===== src/rtl/imm_decode_reg_pkg.sv =====
// Shared pipeline definitions for the decode register:
// opcodes needing special extension, buffer states, entry record.
package imm_decode_reg_pkg;

   localparam logic [5:0] OP_ANDI = 6'h0C;
   localparam logic [5:0] OP_ORI  = 6'h0D;
   localparam logic [5:0] OP_XORI = 6'h0E;
   localparam logic [5:0] OP_LUI  = 6'h0F;

   typedef enum logic [1:0] {
      EMPTY = 2'd0,
      ONE   = 2'd1,
      TWO   = 2'd2
   } state_t;

   typedef struct packed {
      logic [31:0] pc;
      logic [5:0]  op;
      logic [4:0]  rs;
      logic [4:0]  rt;
      logic [4:0]  rd;
      logic [4:0]  shamt;
      logic [5:0]  funct;
      logic [31:0] imm;
   } entry_t;

   function automatic entry_t make_entry(
      input logic [31:0] pc,
      input logic [31:0] instr,
      input logic [31:0] imm
   );
      entry_t e;
      e.pc    = pc;
      e.op    = instr[31:26];
      e.rs    = instr[25:21];
      e.rt    = instr[20:16];
      e.rd    = instr[15:11];
      e.shamt = instr[10:6];
      e.funct = instr[5:0];
      e.imm   = imm;
      return e;
   endfunction

endpackage


===== src/rtl/imm_decode_reg_imm_ext.sv =====
// MIPS I-type immediate extension: zero for logical ops,
// upper-half placement for LUI, sign extension otherwise.
module imm_ext
   import imm_decode_reg_pkg::*;
(
   input  logic [31:0] instr,
   output logic [31:0] imm
);

   logic [5:0] op;
   logic       is_zext;
   logic       is_lui;
   logic       unused_bits;

   assign op      = instr[31:26];
   assign is_zext = (op == OP_ANDI) || (op == OP_ORI) ||
                    (op == OP_XORI);
   assign is_lui  = (op == OP_LUI);

   assign unused_bits = ^instr[25:16];

   always_comb begin
      imm = {{16{instr[15]}}, instr[15:0]};
      unique case (1'b1)
         is_zext: imm = {16'h0000, instr[15:0]};
         is_lui:  imm = {instr[15:0], 16'h0000};
         default: ;
      endcase
   end

endmodule


===== src/rtl/imm_decode_reg.sv =====
// IF/ID register with field split, stored immediate and
// a two-entry skid buffer so in_ready never sees out_ready.
module imm_decode_reg
   import imm_decode_reg_pkg::*;
#(
   parameter int XLEN    = 32,
   parameter int SKID_EN = 1
) (
   input  logic            clk,
   input  logic            rst,
   input  logic            in_valid,
   output logic            in_ready,
   input  logic [XLEN-1:0] in_instr,
   input  logic [XLEN-1:0] in_pc,
   input  logic            flush,
   output logic            out_valid,
   input  logic            out_ready,
   output logic [XLEN-1:0] out_pc,
   output logic [5:0]      out_op,
   output logic [5:0]      out_funct,
   output logic [4:0]      out_rs,
   output logic [4:0]      out_rt,
   output logic [4:0]      out_rd,
   output logic [4:0]      out_shamt,
   output logic [XLEN-1:0] out_imm
);

   localparam bit SKID = (SKID_EN != 0);

   state_t      state;
   entry_t      main_q;
   entry_t      skid_q;
   entry_t      nx;
   logic [31:0] ext_imm;
   logic        main_v;
   logic        skid_v;
   logic        acc;
   logic        drn;

   imm_ext u_ext (
      .instr (in_instr),
      .imm   (ext_imm)
   );

   assign nx     = make_entry(in_pc, in_instr, ext_imm);
   assign main_v = (state != EMPTY);
   assign skid_v = (state == TWO);

   // Without skid storage, readiness must follow the consumer.
   assign in_ready = SKID ? !skid_v : (out_ready || !main_v);
   assign acc      = in_valid && in_ready;
   assign drn      = main_v && out_ready;

   always_ff @(posedge clk or posedge rst) begin
      if (rst) begin
         state  <= EMPTY;
         main_q <= '0;
         skid_q <= '0;
      end else if (flush) begin
         state <= EMPTY;
      end else begin
         unique case (state)
            EMPTY: begin
               if (acc) begin
                  main_q <= nx;
                  state  <= ONE;
               end
            end
            ONE: begin
               if (acc && !drn && SKID) begin
                  skid_q <= nx;
                  state  <= TWO;
               end else if (acc) begin
                  main_q <= nx;
               end else if (drn) begin
                  state <= EMPTY;
               end
            end
            TWO: begin
               if (drn) begin
                  main_q <= skid_q;
                  state  <= ONE;
               end
            end
            default: state <= EMPTY;
         endcase
      end
   end

   assign out_valid = main_v;
   assign out_pc    = main_q.pc;
   assign out_op    = main_q.op;
   assign out_funct = main_q.funct;
   assign out_rs    = main_q.rs;
   assign out_rt    = main_q.rt;
   assign out_rd    = main_q.rd;
   assign out_shamt = main_q.shamt;
   assign out_imm   = main_q.imm;

endmodule

===== config.mk =====
export PLATFORM = sky130hd
export DESIGN_NAME = imm_decode_reg
export DESIGN_NICKNAME = d
export VERILOG_FILES = /design/src/rtl/imm_decode_reg_pkg.sv /design/src/rtl/imm_decode_reg_imm_ext.sv /design/src/rtl/imm_decode_reg.sv
export SDC_FILE = /design/constraint.sdc
export NUM_CORES = 1
export LEC_CHECK = 0
export CORE_UTILIZATION = 57
export CTS_BUF_LIST = sky130_fd_sc_hd__clkbuf_4 sky130_fd_sc_hd__clkbuf_8
export CTS_CLUSTER_SIZE = 30
export DETAILED_ROUTE_END_ITERATION = 10
export HOLD_SLACK_MARGIN = 0.1
export PLACE_DENSITY = 0.95
export SLEW_MARGIN = 40
export SYNTH_ARGS = -nofsm -noshare
export SYNTH_HDL_FRONTEND = slang
export SYNTH_SLANG_ARGS = --single-unit
export TNS_END_PERCENT = 20

===== constraint.sdc =====
create_clock -name clk -period 10.8 [get_ports clk]
set_input_delay 1.08 -clock clk [delete_from_list [all_inputs] [get_ports clk]]
set_output_delay 1.08 -clock clk [all_outputs]
set_load 0.005 [all_outputs]

==> results of run 1 <==
-- critical path: cells and delay by family --
| kind | cells | cell delay (ns) |
|---|---|---|
| and+or+nand+nor | 3 | 1.68 |
| AOI/OAI and AO/OA | 1 | 0.24 |
| buffers and inverters | 2 | 0.95 |
-- final cells by class --
type,instances,area share (%)
tap,180,2.17
sequential,194,46.7
timing repair buffer,176,16.8
multi-input combinational,652,29.6
clock inverter,10,1.29
inverter,19,0.806
clock buffer,22,2.67
-- cell usage in the layout (no fill, tap or decap), types with 2 or more instances in the layout --
| master | Yosys | final |
|---|---|---|
| sky130_fd_sc_hd__nor2_2 | 2 | 2 |
| sky130_fd_sc_hd__dfrtp_1 | 194 | 194 |
| sky130_fd_sc_hd__clkbuf_8 | 0 | 18 |
| sky130_fd_sc_hd__nand2_1 | 354 | 354 |
| sky130_fd_sc_hd__inv_1 | 19 | 17 |
| sky130_fd_sc_hd__a22o_1 | 16 | 16 |
| sky130_fd_sc_hd__a31oi_1 | 64 | 64 |
| sky130_fd_sc_hd__nor2_1 | 98 | 98 |
| sky130_fd_sc_hd__bufinv_16 | 0 | 3 |
| sky130_fd_sc_hd__o32ai_1 | 15 | 15 |
| sky130_fd_sc_hd__clkbuf_4 | 0 | 4 |
| sky130_fd_sc_hd__clkinv_2 | 0 | 4 |
| sky130_fd_sc_hd__o21a_1 | 17 | 17 |
| sky130_fd_sc_hd__nand2b_1 | 2 | 2 |
| sky130_fd_sc_hd__clkinvlp_4 | 0 | 2 |
| sky130_fd_sc_hd__a21oi_1 | 49 | 49 |
| sky130_fd_sc_hd__buf_4 | 6 | 5 |
| sky130_fd_sc_hd__clkdlybuf4s50_1 | 0 | 165 |
| sky130_fd_sc_hd__a2bb2oi_1 | 16 | 16 |
| sky130_fd_sc_hd__buf_6 | 0 | 5 |
| sky130_fd_sc_hd__nand3b_1 | 2 | 2 |
| sky130_fd_sc_hd__o21ai_0 | 3 | 3 |
-- through the flow --
step / util, % / cells / instance area, sq um / worst slack, ns
global placement: 70.9 / 1219 / 9950 / 6.55
global route: 74.1 / 1253 / 10400 / 7.04
floorplan: - / 932 / 8280 / 4.44
finish: 74.1 / 1253 / 10400 / 7.20
detailed placement: 71.1 / 1221 / 9980 / 6.47
CTS: 74.0 / 1253 / 10400 / 6.93
-- worst max path at each step --
stage                         start            to  slack [ns]  cells after the start
after global placement        flush    skid_q[13]        6.55                      5
after global routing      out_ready     skid_q[5]        7.04                      6
after CTS                     flush     skid_q[5]        6.93                      5
final                     out_ready     skid_q[5]        7.20                      6
after detailed placement      flush     skid_q[5]        6.47                      5
after floorplan                 rst  out_funct[0]        4.44                      1
-- kinds of logic after synthesis --
kind of cell           count (synthesis)
AO/OA/AOI/OAI                        184
buffers and inverters                 86
flip-flops                           194
AND/OR/NAND/NOR                      468
-- Yosys cell counts --
| cell type | instances |
|---|---|
| sky130_fd_sc_hd__and2_1 | 1 |
| sky130_fd_sc_hd__a22o_1 | 16 |
| sky130_fd_sc_hd__a31oi_1 | 64 |
| sky130_fd_sc_hd__o22a_1 | 1 |
| sky130_fd_sc_hd__o21a_1 | 17 |
| sky130_fd_sc_hd__buf_1 | 3 |
| sky130_fd_sc_hd__o2bb2ai_1 | 1 |
| sky130_fd_sc_hd__buf_2 | 26 |
| sky130_fd_sc_hd__a21oi_1 | 49 |
| sky130_fd_sc_hd__o32ai_1 | 15 |
| sky130_fd_sc_hd__or3_1 | 1 |
| sky130_fd_sc_hd__o21ai_0 | 3 |
| sky130_fd_sc_hd__buf_4 | 6 |
| sky130_fd_sc_hd__nor2_1 | 98 |
| sky130_fd_sc_hd__nor3_2 | 1 |
| sky130_fd_sc_hd__nand3b_1 | 2 |
| sky130_fd_sc_hd__o21ai_1 | 1 |
| sky130_fd_sc_hd__or2_2 | 1 |
| sky130_fd_sc_hd__or3b_1 | 1 |
| sky130_fd_sc_hd__clkbuf_1 | 32 |
| sky130_fd_sc_hd__dfrtp_1 | 194 |
| sky130_fd_sc_hd__a31oi_2 | 1 |
| sky130_fd_sc_hd__nor2_2 | 2 |
| sky130_fd_sc_hd__a2bb2oi_1 | 16 |
| sky130_fd_sc_hd__nand2b_1 | 2 |
| sky130_fd_sc_hd__and4bb_2 | 1 |
| sky130_fd_sc_hd__and2b_1 | 1 |
| sky130_fd_sc_hd__nor2b_1 | 2 |
| sky130_fd_sc_hd__nand2_1 | 354 |
| sky130_fd_sc_hd__nor3_1 | 1 |
| sky130_fd_sc_hd__inv_1 | 19 |
-- power by group through the flow --
stage	clock network (W)	logic (W)	registers [W]
detailed placement	0	0.000408	0.000991
global placement	0	0.000391	0.000983
floorplan	0	0.000193	0.000976
global route	0.000521	0.000454	0.000998
CTS	0.000492	0.000412	0.000977
finish	0.000485	0.000409	0.000979
-- layer usage --
| metal | global-route usage, % | wire length (microns) | vias up |
|---|---|---|---|
| met5 | 0 | 0 | - |
| met4 | 13.7 | 768 | 0 |
| met3 | 4.83 | 1440 | 55 |
| met2 | 43.8 | 9830 | 342 |
| met1 | 39.5 | 8440 | 3453 |
| li1 | - | - | 3333 |
-- registers in the layout, summed over array words and instances, names as in the netlist --
signal / count
state: 2
out_shamt: 5
out_imm: 32
out_pc: 32
skid_q: 96
out_funct: 6
out_op: 6
out_rd: 5
out_rs: 5
out_rt: 5
==> implementation parameters, run 1 <==
Parameter                              Value

Status
  Status ... finished, final reports clean

Clocking
  Post-CTS Setup Repair Bufs ... 0
  Number of hold buffers added after CTS ... 0
  Number of buffers on the longest clock path ... 2
  Clock-pin slew reported for the worst setup and hold paths after clock tree synthesis ... 0.08 ns
  CTS sink cnt ... 194
  Number of buffers created by CTS ... 17
  H-tree levels ... 4
  Clk_lat worst skew ... 0.45 ns
  TritonCTS clock tree ... built
  Clock tree root driver cell ... sky130_fd_sc_hd__clkbuf_8
  Quantity of gates resized following cts ... 0

Min path
  Hold Crit Endpoint ... skid_q[35]
  Hold WC Path Type ... reg -> reg
  Hold wc startpoint ... skid_q[35]
  Cell depth of the worst hold path ... 2

Global routing
  Antenna violations before repair ... 0
  First-pass GRT wire length ... 33200 microns
  Pin count of the biggest net entering global routing ... 119
  Number of global-route vias before repair ... 6741
  Global router's overall resource usage ... 28.5%
  Residual overflow from global routing ... 0

Pwr
  Peak supply drop ... 0.0983 mV
  Part of the total power dissipated in the clock network ... 25.9%
  Internal Dissipation ... 0.00136 W
  Leakage power ... 4.67 nW
  Proportion of power drawn by flip-flops and latches ... 52.3%
  Share of total power in combinational logic ... 21.8%
  Total Power Consumption ... 0.00187 W
  Switching power total ... 0.000517 W
  Switching fraction of total power ... 27.6%
  Power per cell area ... 180 nW/um^2

Critical path
  Maximum fanout along the worst path ... 43
  Critical Path Max Stage Delay ... 0.85 ns
  Worst-path cell with the longest stage delay ... sky130_fd_sc_hd__or3_2
  Launching point of the worst reg2reg path ... state[0]
  Startpoint Class ... input port
  Minimum setup slack among reg-to-reg paths ... 7.53 ns
  Worst path required time ... 11.18 ns
  Kind of end point of the critical path ... register
  Terminus of the critical flop-to-flop path ... skid_q[5]
  Arrival time of the worst setup path ... 3.98 ns
  Path depth of the worst reg2reg path ... 5
  Cells traversed along the worst timing path ... clkdlybuf4s50_1 > nand2b_1 > or3_2 > buf_4 > nor2_2 > a22o_1
  Critical path class ... in -> reg

Placement
  Port bufs ... 166
  Post-DP HPWL ... 13100 microns
  Routability cong. ... 0.816

Detailed routing
  Via count of the routed design ... 7183
  Overall routed net length ... 20500 microns
  Wire length per cell after detailed routing ... 16.3 microns
  Number of DRC violations after detailed-routing iteration 0 ... 655
  Count of TritonRoute iterations in the first routing pass ... 7
  Mean number of vias per cell ... 5.73
  Post-DRT Antenna Nets ... 0
  DRC viols ... 0

STA
  Unrepaired setup endpoints after global routing ... no
  Max_slew headroom ... 44.4%
  Part of the cycle the worst path needs ... 33.3%
  Final setup violation count ... 0
  Achievable frequency ... 0.278 GHz
  Worst Max-Slew Pin Slew ... 0.834 ns
  Number of pins with negative max-slew slack in the final report ... 0
  Number of failing hold endpoints at the final stage ... 0
  Total Negative Setup Slacks ... 0 ns
  Final clock skew ... 0.0120 ns
  Fin Hold WS ... 0.479 ns
  Shortest clock period the worst path allows after layout ... 3.60 ns

Cells and area
  Multi-input gate area ... 3080 sq um
  Layout Area Growth over Synthesis ... 25.6%
  Nets ... 1129
  FILL cells ... 967
  Diodes inserted ... 0
  Layout cells sized above 1 ... 5.13%
  Register cell area after layout ... 4850 sq um

Die
  X dimension of the die ... 123 microns
  Top-level I/O count ... 167
  Vertical die dimension ... 123 microns
  Initial core utilization ... 59.0%
  Die Footprint ... 15000 sq um
  Count of standard-cell rows ... 43
  Core Footprint ... 14000 sq um

Yosys
  Post-synthesis area per instance ... 8.88 sq um
  Largest family of logic cells by synthesized area ... simple AND/OR/NAND/NOR gates
  Area fraction in compound gates after synthesis ... 14.9%
  Post-synthesis mux area share ... 0%
  Biggest area contributors in the synthesized netlist ... sky130_fd_sc_hd__dfrtp_1, sky130_fd_sc_hd__nand2_1, sky130_fd_sc_hd__a31oi_1
  Sequential cell area fraction in the yosys report ... 58.6%
  Area of the mapped netlist ... 8280 sq um
  Gate count after technology mapping ... 932
  Top cell type's share of synthesized area ... 58.6%
  Post-Synthesis Net Count ... 1001
  Synthesis Warnings ... 0
  Post-synthesis share of cell area spent on xor and xnor gates ... 0%
  FF+latch count, synth ... 194
  Post-synth cell types ... 31
  Simple-gate area share of the yosys netlist ... 21.9%
  Library cell with the largest summed area after synthesis ... sky130_fd_sc_hd__dfrtp_1
  Synthesized-area fraction occupied by adder cells ... 0%

Job
  Maximum capacitance violations ... 0
No activity file was read; power rests on OpenSTA's default activity.
==> run 2, diff against run 1 <==
CORE_UTILIZATION = 48   (was 57)
PLACE_DENSITY = 0.88   (was 0.95)
clock period = 3.3 ns   (was 10.8 ns; I/O delays follow)
==> implementation parameters, run 2 (synthesized netlist as in run 1, its figures left out) <==
Parameter                              Value

Detailed routing
  Post-DRT Antenna Nets ... 0 (unchanged)
  Number of DRC violations after detailed-routing iteration 0 ... 704 (+7.5%)
  Met3 WL ... 1300 microns (-9.4%)
  DRC viols ... 0 (unchanged)
  Met1 wire length ... 8940 microns (+5.9%)
  Via count of the routed design ... 7117 (-0.92%)
  Uppermost metal layer occupied by signal nets ... met4
  Overall routed net length ... 21300 microns (+3.9%)
  Routed length on met2 ... 10200 microns (+3.3%)
  Count of TritonRoute iterations in the first routing pass ... 5 (-2)
  Mean number of vias per cell ... 5.48 (-4.4%)
  Wire length per cell after detailed routing ... 16.4 microns (+0.26%)

Clocking
  Clk_lat worst skew ... 0.47 ns (+0.02 ns)
  Clock tree root driver cell ... sky130_fd_sc_hd__clkbuf_8
  TritonCTS clock tree ... built
  Quantity of gates resized following cts ... 0 (unchanged)
  Number of buffers created by CTS ... 17 (unchanged)
  Number of hold buffers added after CTS ... 0 (unchanged)
  Number of buffers on the longest clock path ... 2 (unchanged)
  Post-CTS Setup Repair Bufs ... 0 (unchanged)
  CTS sink cnt ... 194 (unchanged)
  Clock-pin slew reported for the worst setup and hold paths after clock tree synthesis ... 0.09 ns (about the same)
  H-tree levels ... 4 (unchanged)

STA
  Part of the cycle the worst path needs ... 73.4%
  Max_slew headroom ... 50.5% (+6.0 points)
  Achievable frequency ... 0.413 GHz
  Final setup violation count ... 0 (unchanged)
  Final clock skew ... 0.00780 ns (-0.00418 ns)
  Worst Max-Slew Pin Slew ... 0.741 ns (-0.0929 ns)
  Number of pins with negative max-slew slack in the final report ... 0 (unchanged)
  Number of failing hold endpoints at the final stage ... 0 (unchanged)
  Total Negative Setup Slacks ... 0 ns (unchanged)
  Unrepaired setup endpoints after global routing ... no
  Shortest clock period the worst path allows after layout ... 2.42 ns

Job
  Maximum capacitance violations ... 0 (unchanged)

Pwr
  Power per cell area ... 586 nW/um^2 (+230%)
  Peak supply drop ... 0.272 mV (+180%)
  Leakage power ... 4.70 nW (+0.76%)

Global routing
  Number of global-route vias before repair ... 6925 (+2.7%)
  Global router's overall resource usage ... 24.8% (-3.7 points)
  Antenna violations before repair ... 0 (unchanged)
  Pin count of the biggest net entering global routing ... 110 (-7.6%)
  First-pass GRT wire length ... 34500 microns (+3.8%)
  Residual overflow from global routing ... 0 (unchanged)

Min path
  Hold WC Path Type ... in -> async

Critical path
  Crit. Startpoint ... state[0]
  Maximum fanout along the worst path ... 22 (-49%)
  Critical path class ... reg -> out
  Arrival time of the worst setup path ... 2.09 ns (-1.89 ns)
  Path depth of the worst reg2reg path ... 7 (+2)
  Startpoint Class ... register
  Minimum setup slack among reg-to-reg paths ... 1.15 ns (-6.38 ns)
  Kind of end point of the critical path ... output pin
  Launching point of the worst reg2reg path ... state[0]
  Worst path required time ... 2.97 ns (-8.21 ns)
  Terminus of the critical flop-to-flop path ... out_imm[5]
  CP endpoint ... in_ready

Cells and area
  Register cell area after layout ... 4850 sq um (unchanged)
  Nets ... 1136 (+0.62%)
  Layout Area Growth over Synthesis ... 27.4%
  Number of flip-flops in the largest register ... 96 (unchanged)
  Layout cells sized above 1 ... 5.38% (+0.25 points)
  Register with the highest flop count ... skid_q
  Final Core Density ... 63.2% (-11 points)
  Diodes inserted ... 0 (unchanged)
  Top library cells by usage in the layout, fill and taps aside ... sky130_fd_sc_hd__nand2_1, sky130_fd_sc_hd__dfrtp_1, sky130_fd_sc_hd__clkdlybuf4s50_1, sky130_fd_sc_hd__nor2_1, sky130_fd_sc_hd__a31oi_1
  Most common cell after layout, fill and taps aside ... sky130_fd_sc_hd__nand2_1
  FILL cells ... 1329 (+37%)
  Multi-input gate area ... 3070 sq um (-0.16%)

Die
  X dimension of the die ... 133 microns (+8.8%)
  Die Footprint ... 17800 sq um (+18%)
  Core Footprint ... 16700 sq um (+19%)
  Vertical die dimension ... 133 microns (+8.8%)
  Initial core utilization ... 49.6% (-9.4 points)
  Top-level I/O count ... 167 (unchanged)
  Count of standard-cell rows ... 47 (+9.3%)

Placement
  Routability cong. ... 0.818 (+0.32%)
  Port bufs ... 166 (unchanged)
  Post-DP HPWL ... 13700 microns (+4.9%)

Status
  Status ... finished, final reports clean
## run 2: cell types whose count changed in the layout (fill, tap and decap cells not counted), moves of 2 or more
cell                         delta
sky130_fd_sc_hd__buf_4          +6
sky130_fd_sc_hd__buf_12         +5
sky130_fd_sc_hd__buf_6          -4
sky130_fd_sc_hd__clkinvlp_4     +3
sky130_fd_sc_hd__clkbuf_4       -2
sky130_fd_sc_hd__clkbuf_8       +2
sky130_fd_sc_hd__clkinv_2       -2
## run 2: critical path: stages (launching register included)
cell,delay (ns)
sky130_fd_sc_hd__dfrtp_1,0.37
sky130_fd_sc_hd__buf_4,0.26
sky130_fd_sc_hd__nor2b_4,0.08
sky130_fd_sc_hd__inv_2,0.28
sky130_fd_sc_hd__clkdlybuf4s50_1,0.63
## run 2: power breakdown
part	switching [W]	internal [W]
Combinational	0.000602	0.000755
Clock	0.000810	0.000820
Sequential	0.000300	0.00290
Total	0.00171	0.00447
## run 2: metrics by stage
step                total power [W]  instances  area, sq um  hold slack, ns  setup slack, ns
CTS                         0.00622       1299        10500           0.379            0.888
global route                0.00651       1299        10600           0.394            0.817
global placement            0.00453       1268        10100           0.456            0.890
finish                      0.00618       1299        10600           0.338            0.877
detailed placement          0.00459       1268        10100           0.462            0.797
floorplan                   0.00383        932         8280           0.401            0.466
## run 2: worst min-delay path by stage
| stage | slack [ns] | endpoint | depth (start not counted) |
|---|---|---|---|
| floorplan | 0.40 | state[1] | 1 |
| CTS | 0.38 | out_rs[2] | 3 |
| global route | 0.39 | out_rs[2] | 3 |
| detailed placement | 0.46 | skid_q[84] | 2 |
| global placement | 0.46 | skid_q[92] | 2 |
| finish | 0.34 | out_rs[2] | 3 |
## run 2: layout make-up
type | instances | share of cell area [%]
clock buffers | 22 | 2.75
clock inverters | 9 | 1.23
inverters | 19 | 0.711
multi-input cells | 652 | 29.1
flip-flops and latches | 194 | 46.0
well taps | 220 | 2.61
repair buffers | 183 | 17.6
## run 2: routing by layer
metal  GRT usage, %  vias up
met5              0        -
met4           15.2        0
met3           4.64       61
met2           38.6      272
met1           32.1     3449
li1               -     3335
==> run 3, diff against run 2 <==
CORE_UTILIZATION = 53   (was 48)
PLACE_DENSITY = 0.92   (was 0.88)
clock period = 2.4 ns   (was 3.3 ns; I/O delays follow)
==> implementation parameters, run 3 (synthesized netlist as in run 1, its figures left out) <==
Parameter                              Value

Status
  Status ... finished, final reports clean

Cells and area
  Nets ... 1141 (+0.44%)
  Number of flip-flops in the largest register ... 96 (unchanged)
  Layout cells sized above 1 ... 5.72% (+0.35 points)
  Most common cell after layout, fill and taps aside ... sky130_fd_sc_hd__nand2_1
  Multi-input gate area ... 3070 sq um (unchanged)
  Register cell area after layout ... 4850 sq um (unchanged)
  Diodes inserted ... 0 (unchanged)
  Layout Area Growth over Synthesis ... 27.5% (about the same)
  Top library cells by usage in the layout, fill and taps aside ... sky130_fd_sc_hd__nand2_1, sky130_fd_sc_hd__dfrtp_1, sky130_fd_sc_hd__clkdlybuf4s50_1, sky130_fd_sc_hd__nor2_1, sky130_fd_sc_hd__a31oi_1
  FILL cells ... 1135 (-15%)
  Register with the highest flop count ... skid_q

Global routing
  Pin count of the biggest net entering global routing ... 115 (+4.5%)
  Residual overflow from global routing ... 0 (unchanged)
  Number of global-route vias before repair ... 6716 (-3.0%)
  Global router's overall resource usage ... 26.7% (+1.9 points)
  Antenna violations before repair ... 0 (unchanged)
  First-pass GRT wire length ... 33700 microns (-2.2%)

Detailed routing
  DRC viols ... 0 (unchanged)
  Via count of the routed design ... 7071 (-0.65%)
  Count of TritonRoute iterations in the first routing pass ... 7 (+2)
  Wire length per cell after detailed routing ... 16.3 microns (-0.26%)
  Overall routed net length ... 20800 microns (-2.4%)
  Number of DRC violations after detailed-routing iteration 0 ... 624 (-11%)
  Post-DRT Antenna Nets ... 0 (unchanged)
  Mean number of vias per cell ... 5.56 (+1.5%)

Job
  Maximum capacitance violations ... 0 (unchanged)

Critical path
  Worst path required time ... 2.16 ns (-0.81 ns)
  Launching point of the worst reg2reg path ... state[0]
  Path depth of the worst reg2reg path ... 5 (-2)
  Minimum setup slack among reg-to-reg paths ... 0.46 ns (-0.69 ns)
  Kind of end point of the critical path ... output pin
  Arrival time of the worst setup path ... 2.09 ns (about the same)
  Critical path class ... reg -> out
  Maximum fanout along the worst path ... 21 (-4.5%)
  Startpoint Class ... register
  Terminus of the critical flop-to-flop path ... skid_q[1]

Clocking
  Clk_lat worst skew ... 0.45 ns (-0.02 ns)
  CTS sink cnt ... 194 (unchanged)
  Post-CTS Setup Repair Bufs ... 0 (unchanged)
  Number of buffers on the longest clock path ... 2 (unchanged)
  Number of hold buffers added after CTS ... 0 (unchanged)
  Quantity of gates resized following cts ... 0 (unchanged)
  Number of buffers created by CTS ... 17 (unchanged)
  Clock tree root driver cell ... sky130_fd_sc_hd__clkbuf_8
  H-tree levels ... 4 (unchanged)
  TritonCTS clock tree ... built
  Clock-pin slew reported for the worst setup and hold paths after clock tree synthesis ... 0.09 ns (about the same)

Pwr
  Switching power total ... 0.00229 W (+34%)
  Total Power Consumption ... 0.00842 W (+36%)
  Switching fraction of total power ... 27.2% (-0.45 points)
  Internal Dissipation ... 0.00613 W (+37%)
  Part of the total power dissipated in the clock network ... 25.6% (-0.8 points)
  Leakage power ... 4.74 nW (+0.82%)
  Peak supply drop ... 0.389 mV (+43%)
  Share of total power in combinational logic ... 22.2% (+0.3 points)
  Power per cell area ... 797 nW/um^2 (+36%)
  Proportion of power drawn by flip-flops and latches ... 52.2% (+0.5 points)

Die
  Initial core utilization ... 54.5% (+4.9 points)
  Vertical die dimension ... 127 microns (-4.8%)
  Top-level I/O count ... 167 (unchanged)
  Die Footprint ... 16100 sq um (-9.3%)
  X dimension of the die ... 127 microns (-4.8%)
  Core Footprint ... 15200 sq um (-9.0%)
  Count of standard-cell rows ... 45 (-4.3%)

STA
  Total Negative Setup Slacks ... 0 ns (unchanged)
  Unrepaired setup endpoints after global routing ... no
  Max_slew headroom ... 54.7% (+4.3 points)
  Achievable frequency ... 0.430 GHz
  Final setup violation count ... 0 (unchanged)
  Part of the cycle the worst path needs ... 96.9%
  Final clock skew ... 0.00986 ns (+0.00207 ns)
  Number of pins with negative max-slew slack in the final report ... 0 (unchanged)
  Shortest clock period the worst path allows after layout ... 2.33 ns
  Number of failing hold endpoints at the final stage ... 0 (unchanged)
  Worst Max-Slew Pin Slew ... 0.679 ns (-0.0616 ns)

Placement
  Routability cong. ... 0.811 (-0.89%)
  Post-DP HPWL ... 13300 microns (-2.7%)
  Port bufs ... 166 (unchanged)

Min path
  Hold WC Path Type ... in -> async
run 3: changes by cell type in the layout (fill, tap and decap cells not counted):
cell                         change
sky130_fd_sc_hd__buf_12          +2
sky130_fd_sc_hd__clkbuf_4        +2
sky130_fd_sc_hd__bufinv_16       -1
sky130_fd_sc_hd__clkbuf_8        +2
sky130_fd_sc_hd__clkinvlp_4      -3
sky130_fd_sc_hd__buf_4           +3
sky130_fd_sc_hd__clkinv_2        -1
run 3: layout make-up:
type	count	area share [%]
Sequential cell	194	46.0
Multi-Input combinational cell	652	29.1
Timing Repair Buffer	188	18.2
Clock buffer	26	3.15
Tap cell	188	2.23
Inverter	19	0.711
Clock inverter	4	0.687
run 3: worst max-delay path by stage:
stage             start      endpoint  slack, ns  cells past startpoint
6_report       state[0]      in_ready       0.07                      4
5_1_grt        state[0]      in_ready       0.01                      4
3_5_place_dp   in_valid    out_pc[23]       0.20                      6
2_1_floorplan       rst  out_funct[0]      -0.34                      1
3_3_place_gp   in_valid     skid_q[1]       0.25                      5
4_1_cts        state[0]      in_ready       0.06                      4
run 3: metal layers:
metal / routed length [microns] / GRT usage [%]
met1: 8750 / 36.7
met2: 10000 / 41.4
met3: 1270 / 5.19
met4: 736 / 12.2
met5: 0 / 0
run 3: worst max-delay path, stage by stage (launching register included):
cell	delay [ns]
sky130_fd_sc_hd__dfrtp_1	0.39
sky130_fd_sc_hd__buf_4	0.27
sky130_fd_sc_hd__nor2b_4	0.07
sky130_fd_sc_hd__inv_2	0.26
sky130_fd_sc_hd__clkdlybuf4s50_1	0.64
run 3: power groups by stage:
stage               clock network, W  logic (W)  registers (W)
detailed placement                 0    0.00187        0.00445
global route                 0.00232    0.00206        0.00447
global placement                   0    0.00179        0.00441
floorplan                          0   0.000870        0.00439
CTS                          0.00220    0.00188        0.00439
finish                       0.00215    0.00187        0.00440
run 3: through the flow:
stage                     cell area [sq um]  worst slack [ns]  util [%]  hold WS (ns)  cells
final                                 10600            0.0734      69.5         0.272   1271
after global routing                  10600            0.0114      69.5         0.309   1271
after CTS                             10600            0.0648      69.4         0.278   1271
after detailed placement              10100             0.203      66.8         0.462   1241
after global placement                10100             0.252      66.8         0.456   1241
after floorplan                        8280            -0.344         -         0.311    932
